`src/rtl/rr_arbiter8.sv`:
```
// rr_arbiter8: eight-way round-robin arbiter with done/withdraw/timeout release and registered outputs.
module rr_arbiter8 #(
    parameter int TIMEOUT = 16
) (
    input  logic       clk,
    input  logic       rst,
    input  logic [7:0] req,
    input  logic       done,
    output logic [7:0] grant,
    output logic [2:0] gnt_idx,
    output logic       gnt_valid,
    output logic       timeout
);
    typedef enum logic {IDLE, GRANT} state_t;
    localparam logic [7:0] LAST = 8'(TIMEOUT - 1);
    state_t     state, state_n;
    logic [2:0] ptr, ptr_n, idx_n, sel, j;
    logic [7:0] cnt, cnt_n, grant_n;
    logic       valid_n, to_n, release_n;
    always_comb begin
        sel = ptr;
        j = ptr;
        for (int k = 7; k >= 0; k--) begin
            j = ptr + 3'(k);
            if (req[j]) sel = j;
        end
    end
    always_comb begin
        state_n = state;
        ptr_n = ptr;
        cnt_n = cnt;
        grant_n = grant;
        idx_n = gnt_idx;
        valid_n = gnt_valid;
        to_n = 1'b0;
        release_n = done || !req[gnt_idx] || cnt == LAST;
        if (state == IDLE) begin
            if (|req) begin
                state_n = GRANT;
                grant_n = 8'b1 << sel;
                idx_n = sel;
                valid_n = 1'b1;
                cnt_n = 8'd0;
            end
        end else if (release_n) begin
            state_n = IDLE;
            grant_n = 8'd0;
            idx_n = 3'd0;
            valid_n = 1'b0;
            ptr_n = gnt_idx + 3'd1;
            // only a pure timer expiry pulses timeout; done or withdrawal take precedence
            to_n = !done && req[gnt_idx];
        end else begin
            cnt_n = cnt + 8'd1;
        end
    end
    always_ff @(posedge clk) begin
        if (rst) begin
            state <= IDLE;
            ptr <= 3'd0;
            cnt <= 8'd0;
            grant <= 8'd0;
            gnt_idx <= 3'd0;
            gnt_valid <= 1'b0;
            timeout <= 1'b0;
        end else begin
            state <= state_n;
            ptr <= ptr_n;
            cnt <= cnt_n;
            grant <= grant_n;
            gnt_idx <= idx_n;
            gnt_valid <= valid_n;
            timeout <= to_n;
        end
    end
endmodule

```
`config.mk`:
```
export PLATFORM = sky130hd
export DESIGN_NAME = rr_arbiter8
export DESIGN_NICKNAME = d
export VERILOG_FILES = /design/src/rtl/rr_arbiter8.sv
export SDC_FILE = /design/constraint.sdc
export NUM_CORES = 1
export LEC_CHECK = 0
export CAP_MARGIN = 10
export CORE_UTILIZATION = 45
export DETAILED_ROUTE_END_ITERATION = 8
export PLACE_DENSITY = 0.68
export SLEW_MARGIN = 10
export SYNTH_ARGS = -nofsm -noshare
export SYNTH_HDL_FRONTEND = slang
export SYNTH_SLANG_ARGS = --single-unit
```
`constraint.sdc`:
```
create_clock -name clk -period 4.4 [get_ports clk]
set_input_delay 0.88 -clock clk [delete_from_list [all_inputs] [get_ports clk]]
set_output_delay 0.88 -clock clk [all_outputs]
set_load 0.01 [all_outputs]
```
* Word-level counts from Yosys, hierarchy flattened
Index checks and enable logic that the tools add are counted.
Word-level totals: ROM bits 0, register bits after elaboration 25, output and inout port bits 13, memories kept 0, input port bits 11, latch bits 0, logic and storage cells 83, RAM bits 0
Cells by class: $lt $le $gt $ge 9, multiplexer cells 41, bitwise gates (word level) 2, divide/modulo/power cells 0, equal/unequal tests 3, add/sub/neg operators 9, reductions and logical operators 11, $mul 0, shift operators 1
Operators with widths (count):
- 8-bit two-way mux | 6
- 3-bit by 4-bit less-than comparator with 1-bit output (second input constant) | 9
- 3-bit two-way mux | 11
- 1-bit binary-select mux with 3-bit select | 9
- 1-bit two-way mux | 15
- 3-bit adder (second input constant) | 4
- 8-bit by 1-bit adder with 8-bit output (second input constant) | 1
- 8-bit by 4-bit == test with 1-bit output (second input constant) | 1
- 8-bit OR reduction | 1
- 1-bit by 3-bit << shifter with 8-bit output (first input constant) | 1
- 3-bit by 1-bit adder with 3-bit output (second input constant) | 2
- 3-bit by 2-bit adder with 3-bit output (second input constant) | 2
- 2-bit AND reduction | 3
- 3-bit OR reduction | 1
- 1-bit zero test | 2
- 1-bit logical OR | 2
- 2-bit by 1-bit inequality test with 1-bit output (second input constant) | 1
- 2-bit inequality test (second input constant) | 1
- 1-bit NOT | 2
- 2-bit nonzero test | 1
- 1-bit logical AND | 1

* Logic depth before layout (Yosys ltp)
Gate-level depths: netlist of the first run.
word-level depth 14, mapped depth 12, depth with buffers taken out 9

* Least setup slack after synthesis of the first run
No wires, ideal clock.
kind register -> register, start reg ptr[1], end reg grant[6], required time 4.313 ns, arrival time 3.127 ns, stages on the path, launching flop included 13, slack 1.186 ns, setup time 0.087 ns, cell sequence dfxtp_1 -> buf_2 -> buf_2 -> inv_1 -> ha_1 -> buf_2 -> mux2_1 -> mux2_2 -> a2111o_1 -> a222oi_1 -> nor2_1 -> or2_0 -> o31ai_1
On the way: cells in the longest elaborated chain, start to end 14, elaborated cells between the ends (all ways) 34, those cells by class 7 x add/sub; 1 x shift; 26 x mux
Ends and longest elaborated chain:
- from (decl) | RTL line 17 | logic [2:0] ptr, ptr_n, idx_n, sel, j;
- from (signal assigned) | RTL line 68 | ptr <= ptr_n;
- 3-bit adder | RTL line 24 | j = ptr + 3'(k);
- 1-bit binary-select mux with 3-bit select | RTL line 25 | if (req[j]) sel = j;
- 1-bit two-way mux (not written as such) | RTL line 25
- 3-bit two-way mux (7 in a row) | RTL line 25
- 3-bit two-way mux (*) | RTL line 25
- 1-bit by 3-bit << shifter with 8-bit output (*) | RTL line 40 | grant_n = 8'b1 << sel;
- 8-bit two-way mux (*) | RTL line 38 | if (|req) begin
- 8-bit two-way mux (*) | RTL line 37 | if (state == IDLE) begin
- to (signal assigned) | RTL line 70 | grant <= grant_n;
- to (decl) | RTL line 9 | output logic [7:0] grant,
Mark *: on every way between the ends. The rest lies on a longest branch, timed or not. The select of a mux whose other input is x is not followed. A chain may end at the register's enable or synchronous reset.

* Final worst setup path of the first run
start in req[2], end reg grant[6]
On the way: cells in the longest elaborated chain, start to end 13, elaborated cells between the ends (all ways) 36, those cells by class 1 x eq/ne; 1 x shift; 28 x mux; 6 x reduce/logical
Ends and longest elaborated chain:
- from (decl) | RTL line 7 | input logic [7:0] req,
- 1-bit binary-select mux with 3-bit select | RTL line 25
- 1-bit two-way mux (not written as such) | RTL line 25
- 3-bit two-way mux (8 in a row) | RTL line 25
- 1-bit by 3-bit << shifter with 8-bit output | RTL line 40
- 8-bit two-way mux | RTL line 38
- 8-bit two-way mux | RTL line 37
Parallel ways exist; a longest one is shown, timed or not. The select of a mux whose other input is x is not followed.

==> results of run 1 <==
-- through the flow --
step / util / std cells
floorplan: - / 206
global placement: 0.539 / 273
detailed placement: 0.539 / 273
CTS: 0.550 / 277
global route: 0.550 / 277
finish: 0.550 / 277
-- path summary, 6_finish.rpt --
check                                      startpoint                    end  slack (ns)  cells past startpoint
worst max-delay path                           req[2]  grant[6]$_SDFFE_PP0P_        0.89                      8
worst min-delay path            grant[6]$_SDFFE_PP0P_  grant[6]$_SDFFE_PP0P_        0.46                      2
worst max register to register    ptr[0]$_SDFFE_PP0P_  grant[6]$_SDFFE_PP0P_        0.96                     10
worst min register to register  grant[6]$_SDFFE_PP0P_  grant[6]$_SDFFE_PP0P_        0.46                      2
-- routing by layer --
| metal | global-route usage | vias up |
|---|---|---|
| li1 | - | 832 |
| met1 | 0.295 | 790 |
| met2 | 0.321 | 41 |
| met3 | 0.0456 | 8 |
| met4 | 0.0399 | 0 |
| met5 | 0 | - |
-- layout make-up --
class / count / area (um^2) / area share
sequential: 25 / 500 / 0.224
timing repair buffer: 26 / 253 / 0.113
clock inverter: 1 / 5.00 / 0.00224
tap: 50 / 62.6 / 0.0280
multi-input combinational: 164 / 1340 / 0.600
inverter: 8 / 30.0 / 0.0135
clock buffer: 3 / 41.3 / 0.0185
-- cells in the final DEF (no fill, tap or decap), types with 2 or more instances in the layout --
cell type / n
mux4_2: 8
mux2i_1: 7
inv_1: 7
and2_1: 2
a21oi_1: 17
or3_1: 2
nor2b_1: 2
mux2_1: 2
nor3_1: 3
nand2b_1: 3
xnor2_1: 4
buf_4: 3
nor2_1: 23
nand4_1: 2
nand3b_1: 3
mux2_2: 10
a32o_1: 4
nand2_1: 13
clkbuf_8: 3
o21ai_0: 6
xor2_1: 4
a21o_1: 2
a22o_1: 3
a211oi_1: 3
dfxtp_1: 25
nor4_1: 3
o31ai_1: 4
clkdlybuf4s50_1: 23
and3_1: 3
o221a_2: 2
mux4_1: 5
ha_1: 4
nand3_1: 5
-- report_power, final --
part | switching, mW | internal, mW | total (mW)
Sequential | 0.0285 | 0.253 | 0.281
Clock | 0.0703 | 0.0632 | 0.134
Combinational | 0.236 | 0.226 | 0.462
-- flip-flops by register name (all words and copies together), names as in the netlist --
signal	cells
grant	8
gnt_idx	3
timeout	1
state	1
ptr	3
cnt	8
gnt_valid	1
-- critical path, cell delays in order --
cell and delay, ns:
clkdlybuf4s50_1 0.55, mux4_2 0.62, a211o_1 0.35, a22o_1 0.18, a222oi_1 0.53, nor2_1 0.10, or2_0 0.24, o31ai_1 0.23
-- logic make-up after synthesis --
logic type	after synthesis	share of synthesized area
buffers and inverters	17	0.0392
AO/OA/AOI/OAI	50	0.185
adder cells (fa/ha/maj)	4	0.0261
flip-flops	25	0.261
AND/OR/NAND/NOR	70	0.182
XOR/XNOR	8	0.0366
multiplexers	32	0.270
==> results.json, run 1 <==
{
  "insertion_delay_ns": 0.27,
  "grt_max_degree": 17,
  "ant_nets": 0,
  "wl_per_cell_um": 15.7,
  "ys_types": 49,
  "synthCells": 206,
  "cts_root_buf": "clkbuf_8",
  "critPathMaxFanout": 8,
  "diodes": 0,
  "drt-total-wl_um": 4350,
  "dpl_worst_slack_ns": 0.630,
  "drive_above_1_share": 0.137,
  "vias": 1671,
  "fmax_mhz": 285,
  "setup_viol": 0,
  "cts_setup_buffers": 0,
  "die_y_um": 67.2,
  "fin_ws_ns": 0.890,
  "timing.final.crit_share": 0.798,
  "powerDensity_nw_per_um2": 393,
  "start_kind": "input pin",
  "cts_hold_buf": 0,
  "skew_ns": 0.00392,
  "post-route-cell-area_um2": 2230,
  "tns_ns": 0,
  "gp_congestion": 0.899,
  "path_class": "in -> reg",
  "nFillCells": 354,
  "syn_avg_cell_area_um2": 9.30,
  "remaining_drc_errors": 0,
  "finalCriticalPeriod_ns": 3.51,
  "arrival_ns": 3.69,
  "synth_warnings": 0,
  "yosys.area.top_type": "dfxtp_1",
  "grt_overflow_total": 0,
  "synth_area_leaders": "dfxtp_1 26%, mux4_2 9.4%, mux4_1 6.9%, mux2_2 5.9%, nor2_1 4.5%",
  "finalPower_mw": 0.877,
  "ios": 24,
  "hold_class": "reg -> reg",
  "start_util": 0.472,
  "maxSlewHeadroom": 0.532,
  "cts_max_path_buffers": 2,
  "initialDrtViolationCount": 110,
  "io_buffers": 23,
  "met2_length_um": 1910,
  "hold_viol_final": 0,
  "hpwlAfterDp_um": 3160,
  "slew_violations": 0,
  "cts_tree": "done",
  "cts_buffers": 3,
  "yosysTopAreaCellShare": 0.261,
  "row_count": 23,
  "clock_sinks": 25,
  "postPlaceCellArea_um2": 2190,
  "dieArea_um2": 4520,
  "nets": 243,
  "rsz0062_at_grt": "no",
  "syn_area_um2": 1920,
  "synthTopCellsByCount": "25 x dfxtp_1, 23 x nor2_1, 17 x a21oi_1, 13 x nand2_1, 10 x mux2_2",
  "ir_drop_v": 0.000223,
  "grtUsageTotal": 0.207,
  "ctsResizeCount": 0,
  "required_ns": 4.58,
  "synth-main-ff-cell": "dfxtp_1",
  "die_w_um": 67.2,
  "drt-met1-wl_um": 2220,
  "viasPerCell": 6.03,
  "status": "complete, no violations",
  "grt_pass1_vias": 1479,
  "drt-pass1-iter-count": 5,
  "syn_to_final_growth_pct": 16.5,
  "h-tree-depth": 1,
  "path_clk_slew_ns": 0.09,
  "timing.hold.ws_ns": 0.464,
  "core_um2": 4060,
  "yosysMostFrequentCell": "dfxtp_1",
  "wl_met3_um": 173,
  "async_flop_share": 0,
  "syn_nets": 221,
  "cp-end-kind": "flip-flop",
  "grt_pass1_wl_um": 7160,
  "antenna_found_initial": 0,
  "synth_seq_cells": 25,
  "worstMarginPinSlew_ns": 0.701,
  "leakage_nw": 0.816,
  "drv_cap": 0,
  "synth_edf_count": 0,
  "seq_area_frac_synth": 0.261,
  "topRoutingLayerUsed": "met4"
}
Power figures use the tool's default switching activity.
==> run 2: changes to the inputs <==
--- a/config.mk
+++ b/config.mk
@@ -8,7 +8,7 @@
 export CAP_MARGIN = 10
 export CORE_UTILIZATION = 45
 export DETAILED_ROUTE_END_ITERATION = 8
-export PLACE_DENSITY = 0.68
+export PLACE_DENSITY = 0.7
 export SLEW_MARGIN = 10
 export SYNTH_ARGS = -nofsm -noshare
 export SYNTH_HDL_FRONTEND = slang
==> constraint.sdc (replaced) <==
create_clock -name clk -period 3.2 [get_ports clk]
set_input_delay 0.64 -clock clk [delete_from_list [all_inputs] [get_ports clk]]
set_output_delay 0.64 -clock clk [all_outputs]
set_load 0.01 [all_outputs]
==> results.json, run 2 (same netlist as run 1, synthesis figures left out) <==
{
  "path_cells": "clkdlybuf4s50_1 > mux2_2 > mux4_1 > nor3_1 > a21oi_1 > o221a_2 > nor2_2 > a32o_1",
  "slowest_stage": "mux4_1",
  "ir_drop_v": 0.000395,
  "core_um2": 4060,
  "path_class": "in -> reg",
  "critPathMaxFanout": 9,
  "slowest_delay_ns": 0.59,
  "start_kind": "input pin",
  "start_util": 0.472,
  "rsz0062_at_grt": "no",
  "hold_viol_final": 0,
  "hold_class": "reg -> reg",
  "slew_violations": 0,
  "viasPerCell": 5.94,
  "timing.final.crit_share": 0.948,
  "rrSetupSlack_ns": 0.24,
  "worstMarginPinSlew_ns": 0.661,
  "final_common_cell": "dfxtp_1",
  "finalCriticalPeriod_ns": 3.03,
  "finalPower_mw": 1.26,
  "gp_congestion": 0.874,
  "ant_nets": 0,
  "remaining_drc_errors": 0,
  "drive_above_1_share": 0.197,
  "hpwlAfterDp_um": 3430,
  "grt_overflow_total": 0,
  "powerDensity_nw_per_um2": 532,
  "largestRegisters": "cnt (8), grant (8)",
  "drv_cap": 0,
  "antenna_found_initial": 0,
  "cts_tree": "done",
  "h-tree-depth": 1,
  "required_ns": 3.41,
  "skew_ns": 0.00258,
  "diodes": 0,
  "grtUsageTotal": 0.219,
  "cts_max_path_buffers": 2,
  "status": "complete, no violations",
  "fmax_mhz": 330,
  "setup_viol": 0,
  "ios": 24,
  "wl_per_cell_um": 15.4,
  "initialDrtViolationCount": 159,
  "dieArea_um2": 4520,
  "die_y_um": 67.2,
  "cts_root_buf": "clkbuf_8",
  "leakage_nw": 0.905,
  "syn_to_final_growth_pct": 23.4,
  "drt-pass1-iter-count": 4,
  "row_count": 23,
  "arrival_ns": 3.24,
  "insertion_delay_ns": 0.27,
  "final_cell_mix": "25 x dfxtp_1, 23 x nor2_1, 22 x clkdlybuf4s50_1, 20 x buf_4, 17 x a21oi_1",
  "grt_max_degree": 17,
  "nets": 260,
  "cts_buffers": 3,
  "vias": 1746,
  "tns_ns": 0,
  "path_clk_slew_ns": 0.08,
  "io_buffers": 23,
  "maxSlewHeadroom": 0.559,
  "grt_pass1_vias": 1650,
  "drt-total-wl_um": 4530,
  "die_w_um": 67.2,
  "grt_pass1_wl_um": 7510,
  "clock_sinks": 25,
  "cp-end-kind": "flip-flop"
}
## run 2: changes by cell type in the layout (fill, tap and decap cells not counted), sizes merged
cell	previous run	this run
buf	3	20
dlymetal6s2s	0	1
clkinv	1	0
clkdlybuf4s50	23	22
clkbuf	3	4
## run 2: critical path, delay by kind of cell
kind	cells	cell delay, ns
muxes	2	0.94
and+or+nand+nor	2	0.51
buffers and inverters	1	0.56
AOI/OAI and AO/OA	3	0.59
## run 2: metrics by stage
stage / hold slack (ns) / worst slack [ns] / util / area [um^2] / cells
4_1_cts: 0.467 / 0.170 / 0.581 / 2360 / 294
3_3_place_gp: 0.442 / -0.0399 / 0.570 / 2310 / 290
3_5_place_dp: 0.447 / -0.0863 / 0.570 / 2310 / 290
5_1_grt: 0.487 / 0.0115 / 0.582 / 2360 / 294
2_1_floorplan: 0.471 / 0.0376 / - / 1920 / 206
6_report: 0.461 / 0.165 / 0.582 / 2360 / 294
## run 2: metal layers
| layer | track usage | part of all wire |
|---|---|---|
| met5 | 0 | 0 |
| met4 | 0.0612 | 0.015 |
| met3 | 0.0389 | 0.039 |
| met2 | 0.350 | 0.48 |
| met1 | 0.301 | 0.47 |
## run 2: power by group
part / leakage [nW] / switching, mW / internal [mW]
Clock: 0.0228 / 0.0949 / 0.0890
Sequential: 0.204 / 0.0398 / 0.347
Combinational: 0.679 / 0.335 / 0.351
Total: 0.905 / 0.470 / 0.788
## run 2: worst paths after layout
path / cells after the start / end / start
setup / recovery: 8 / grant[0]$_SDFFE_PP0P_ / req[7]
hold / removal: 2 / grant[6]$_SDFFE_PP0P_ / grant[6]$_SDFFE_PP0P_
setup reg to reg: 9 / grant[0]$_SDFFE_PP0P_ / ptr[0]$_SDFFE_PP0P_
hold reg to reg: 2 / grant[6]$_SDFFE_PP0P_ / grant[6]$_SDFFE_PP0P_
## run 2: final cells by class
type,instances,area (um^2)
clock buffer,4,45.0
fill,347,1690
inverter,8,30.0
multi-input combinational,164,1340
sequential,25,500
tap,50,62.6
timing repair buffer,43,383
## run 2: what timing repair did
action                                  in CTS  in global routing
hold buffers                                 0                  0
buffers inserted                             0                  0
endpoints found under the setup margin       0                  1
resized for setup                            0                  2
==> run 3: changes to the inputs <==
--- a/config.mk
+++ b/config.mk
@@ -8,7 +8,7 @@
 export CAP_MARGIN = 10
 export CORE_UTILIZATION = 45
 export DETAILED_ROUTE_END_ITERATION = 8
-export PLACE_DENSITY = 0.7
+export PLACE_DENSITY = 0.74
 export SLEW_MARGIN = 10
 export SYNTH_ARGS = -nofsm -noshare
 export SYNTH_HDL_FRONTEND = slang
==> results.json, run 3 (same netlist as run 1, synthesis figures left out) <==
{
  "postPlaceCellArea_um2": 2340,
  "io_buffers": 23,
  "hold_class": "reg -> reg",
  "insertion_delay_ns": 0.27,
  "worstHoldStart": "grant[2]$_SDFFE_PP0P_",
  "wl_per_cell_um": 15.3,
  "maxSlewHeadroom": 0.541,
  "gp_congestion": 0.928,
  "powerDensity_nw_per_um2": 527,
  "core_um2": 4060,
  "required_ns": 3.41,
  "path_cells": "inv_2 > ha_2 > mux2_1 > mux4_1 > nor3_1 > a21oi_1 > o221a_2 > nor2_2 > a32o_1",
  "skew_ns": 0.00252,
  "die_y_um": 67.2,
  "grtUsageTotal": 0.221,
  "status": "complete, no violations",
  "grt_max_degree": 17,
  "final_cell_mix": "25 x dfxtp_1, 24 x buf_4, 23 x nor2_1, 23 x clkdlybuf4s50_1, 17 x a21oi_1",
  "r2r_cells": 9,
  "dieArea_um2": 4520,
  "die_w_um": 67.2,
  "ctsResizeCount": 0,
  "initialDrtViolationCount": 101,
  "hpwlAfterDp_um": 3470,
  "start_kind": "flip-flop",
  "critPathMaxFanout": 10,
  "timing.hold.ws_ns": 0.459,
  "path_delay_family": "multiplexers",
  "ios": 24,
  "r2r_end": "grant[0]$_SDFFE_PP0P_",
  "post-route-cell-area_um2": 2390,
  "arrival_ns": 3.20,
  "grt_pass1_wl_um": 7720,
  "antenna_found_initial": 0,
  "cts_setup_buffers": 0,
  "ir_drop_v": 0.000259,
  "clock_sinks": 25,
  "rsz0062_at_grt": "no",
  "drv_cap": 0,
  "final_common_cell": "dfxtp_1",
  "slowest_stage": "mux4_1",
  "r2r-start": "ptr[0]$_SDFFE_PP0P_",
  "row_count": 23,
  "leakage_nw": 0.915,
  "slew_violations": 0,
  "vias": 1776,
  "hold_depth": 2,
  "nets": 264,
  "path_class": "reg -> reg",
  "grt_pass1_vias": 1729,
  "start_util": 0.472,
  "finalCriticalPeriod_ns": 2.99,
  "cts_max_path_buffers": 2,
  "h-tree-depth": 1,
  "remaining_drc_errors": 0,
  "drive_above_1_share": 0.210,
  "largestRegisters": "cnt (8), grant (8)",
  "cts_buffers": 3,
  "grt_overflow_total": 0,
  "path_clk_slew_ns": 0.08,
  "cts_root_buf": "clkbuf_8",
  "diodes": 0,
  "whs_endpoint": "grant[2]$_SDFFE_PP0P_",
  "cts_tree": "done",
  "drt-pass1-iter-count": 4,
  "cp-end-kind": "flip-flop",
  "ant_nets": 0,
  "slowest_delay_ns": 0.58,
  "drt-total-wl_um": 4570,
  "hold_viol_final": 0,
  "setup_viol": 0,
  "timing.final.crit_share": 0.933,
  "viasPerCell": 5.96,
  "rrSetupSlack_ns": 0.21,
  "syn_to_final_growth_pct": 24.8,
  "cp_num_buf_inv": 1,
  "cts_hold_buf": 0,
  "worstMarginPinSlew_ns": 0.687,
  "fmax_mhz": 335
}
==> run 3: changes by cell type in the layout (fill, tap and decap cells not counted) <==
cell / before / now
buf_4: 20 / 24
clkdlybuf4s50_1: 22 / 23
dlymetal6s2s_1: 1 / 0
==> run 3: worst register-to-register path, cell delays in order, from the launching register on <==
cell and delay [ns]:
dfxtp_1 0.35, inv_2 0.08, ha_2 0.45, mux2_1 0.38, mux4_1 0.58, nor3_1 0.22
a21oi_1 0.06, o221a_2 0.29, nor2_2 0.30, a32o_1 0.22
==> run 3: how the worst max path moves through the flow <==
stage | from | end | slack (ns) | cells past startpoint
after global placement | req[2] | grant[0]$_SDFFE_PP0P_ | -0.005 | 9
final | ptr[0]$_SDFFE_PP0P_ | grant[0]$_SDFFE_PP0P_ | 0.21 | 9
after global routing | req[0] | grant[7]$_SDFFE_PP0P_ | 0.07 | 8
after floorplan | ptr[1]$_SDFFE_PP0P_ | grant[6]$_SDFFE_PP0P_ | 0.04 | 12
after detailed placement | req[0] | grant[0]$_SDFFE_PP0P_ | -0.03 | 8
after CTS | ptr[0]$_SDFFE_PP0P_ | grant[0]$_SDFFE_PP0P_ | 0.15 | 9
==> run 3: routing by layer <==
layer	wire length, um	part of all wire	track usage	up-vias
met4	35	0.0077	0.0585	0
met5	0	0	0	-
li1	-	-	-	878
met1	2250	0.49	0.306	839
met3	162	0.035	0.0355	4
met2	2120	0.46	0.356	55
==> run 3: cell type report <==
| class | instances | area, um^2 |
|---|---|---|
| Clock buffer | 4 | 45.0 |
| Fill cell | 342 | 1670 |
| Inverter | 8 | 30.0 |
| Multi-Input combinational cell | 164 | 1340 |
| Sequential cell | 25 | 500 |
| Tap cell | 50 | 62.6 |
| Timing Repair Buffer | 47 | 410 |
==> run 3: power breakdown <==
| part | internal, mW | leakage, nW | switching [mW] |
|---|---|---|---|
| Combinational | 0.355 | 0.689 | 0.333 |
| Clock | 0.0890 | 0.0228 | 0.0962 |
| Sequential | 0.347 | 0.204 | 0.0394 |
==> run 3: stage by stage <==
stage / instances / setup TNS (ns) / setup WS (ns) / util / power (mW)
after floorplan: 206 / 0 / 0.0376 / - / 0.843
after global placement: 294 / -0.0133 / -0.00483 / 0.578 / 1.07
after detailed placement: 294 / -0.122 / -0.0341 / 0.578 / 1.07
after CTS: 298 / 0 / 0.155 / 0.589 / 1.26
after global routing: 298 / 0 / 0.0745 / 0.589 / 1.34
final: 298 / 0 / 0.213 / 0.589 / 1.26
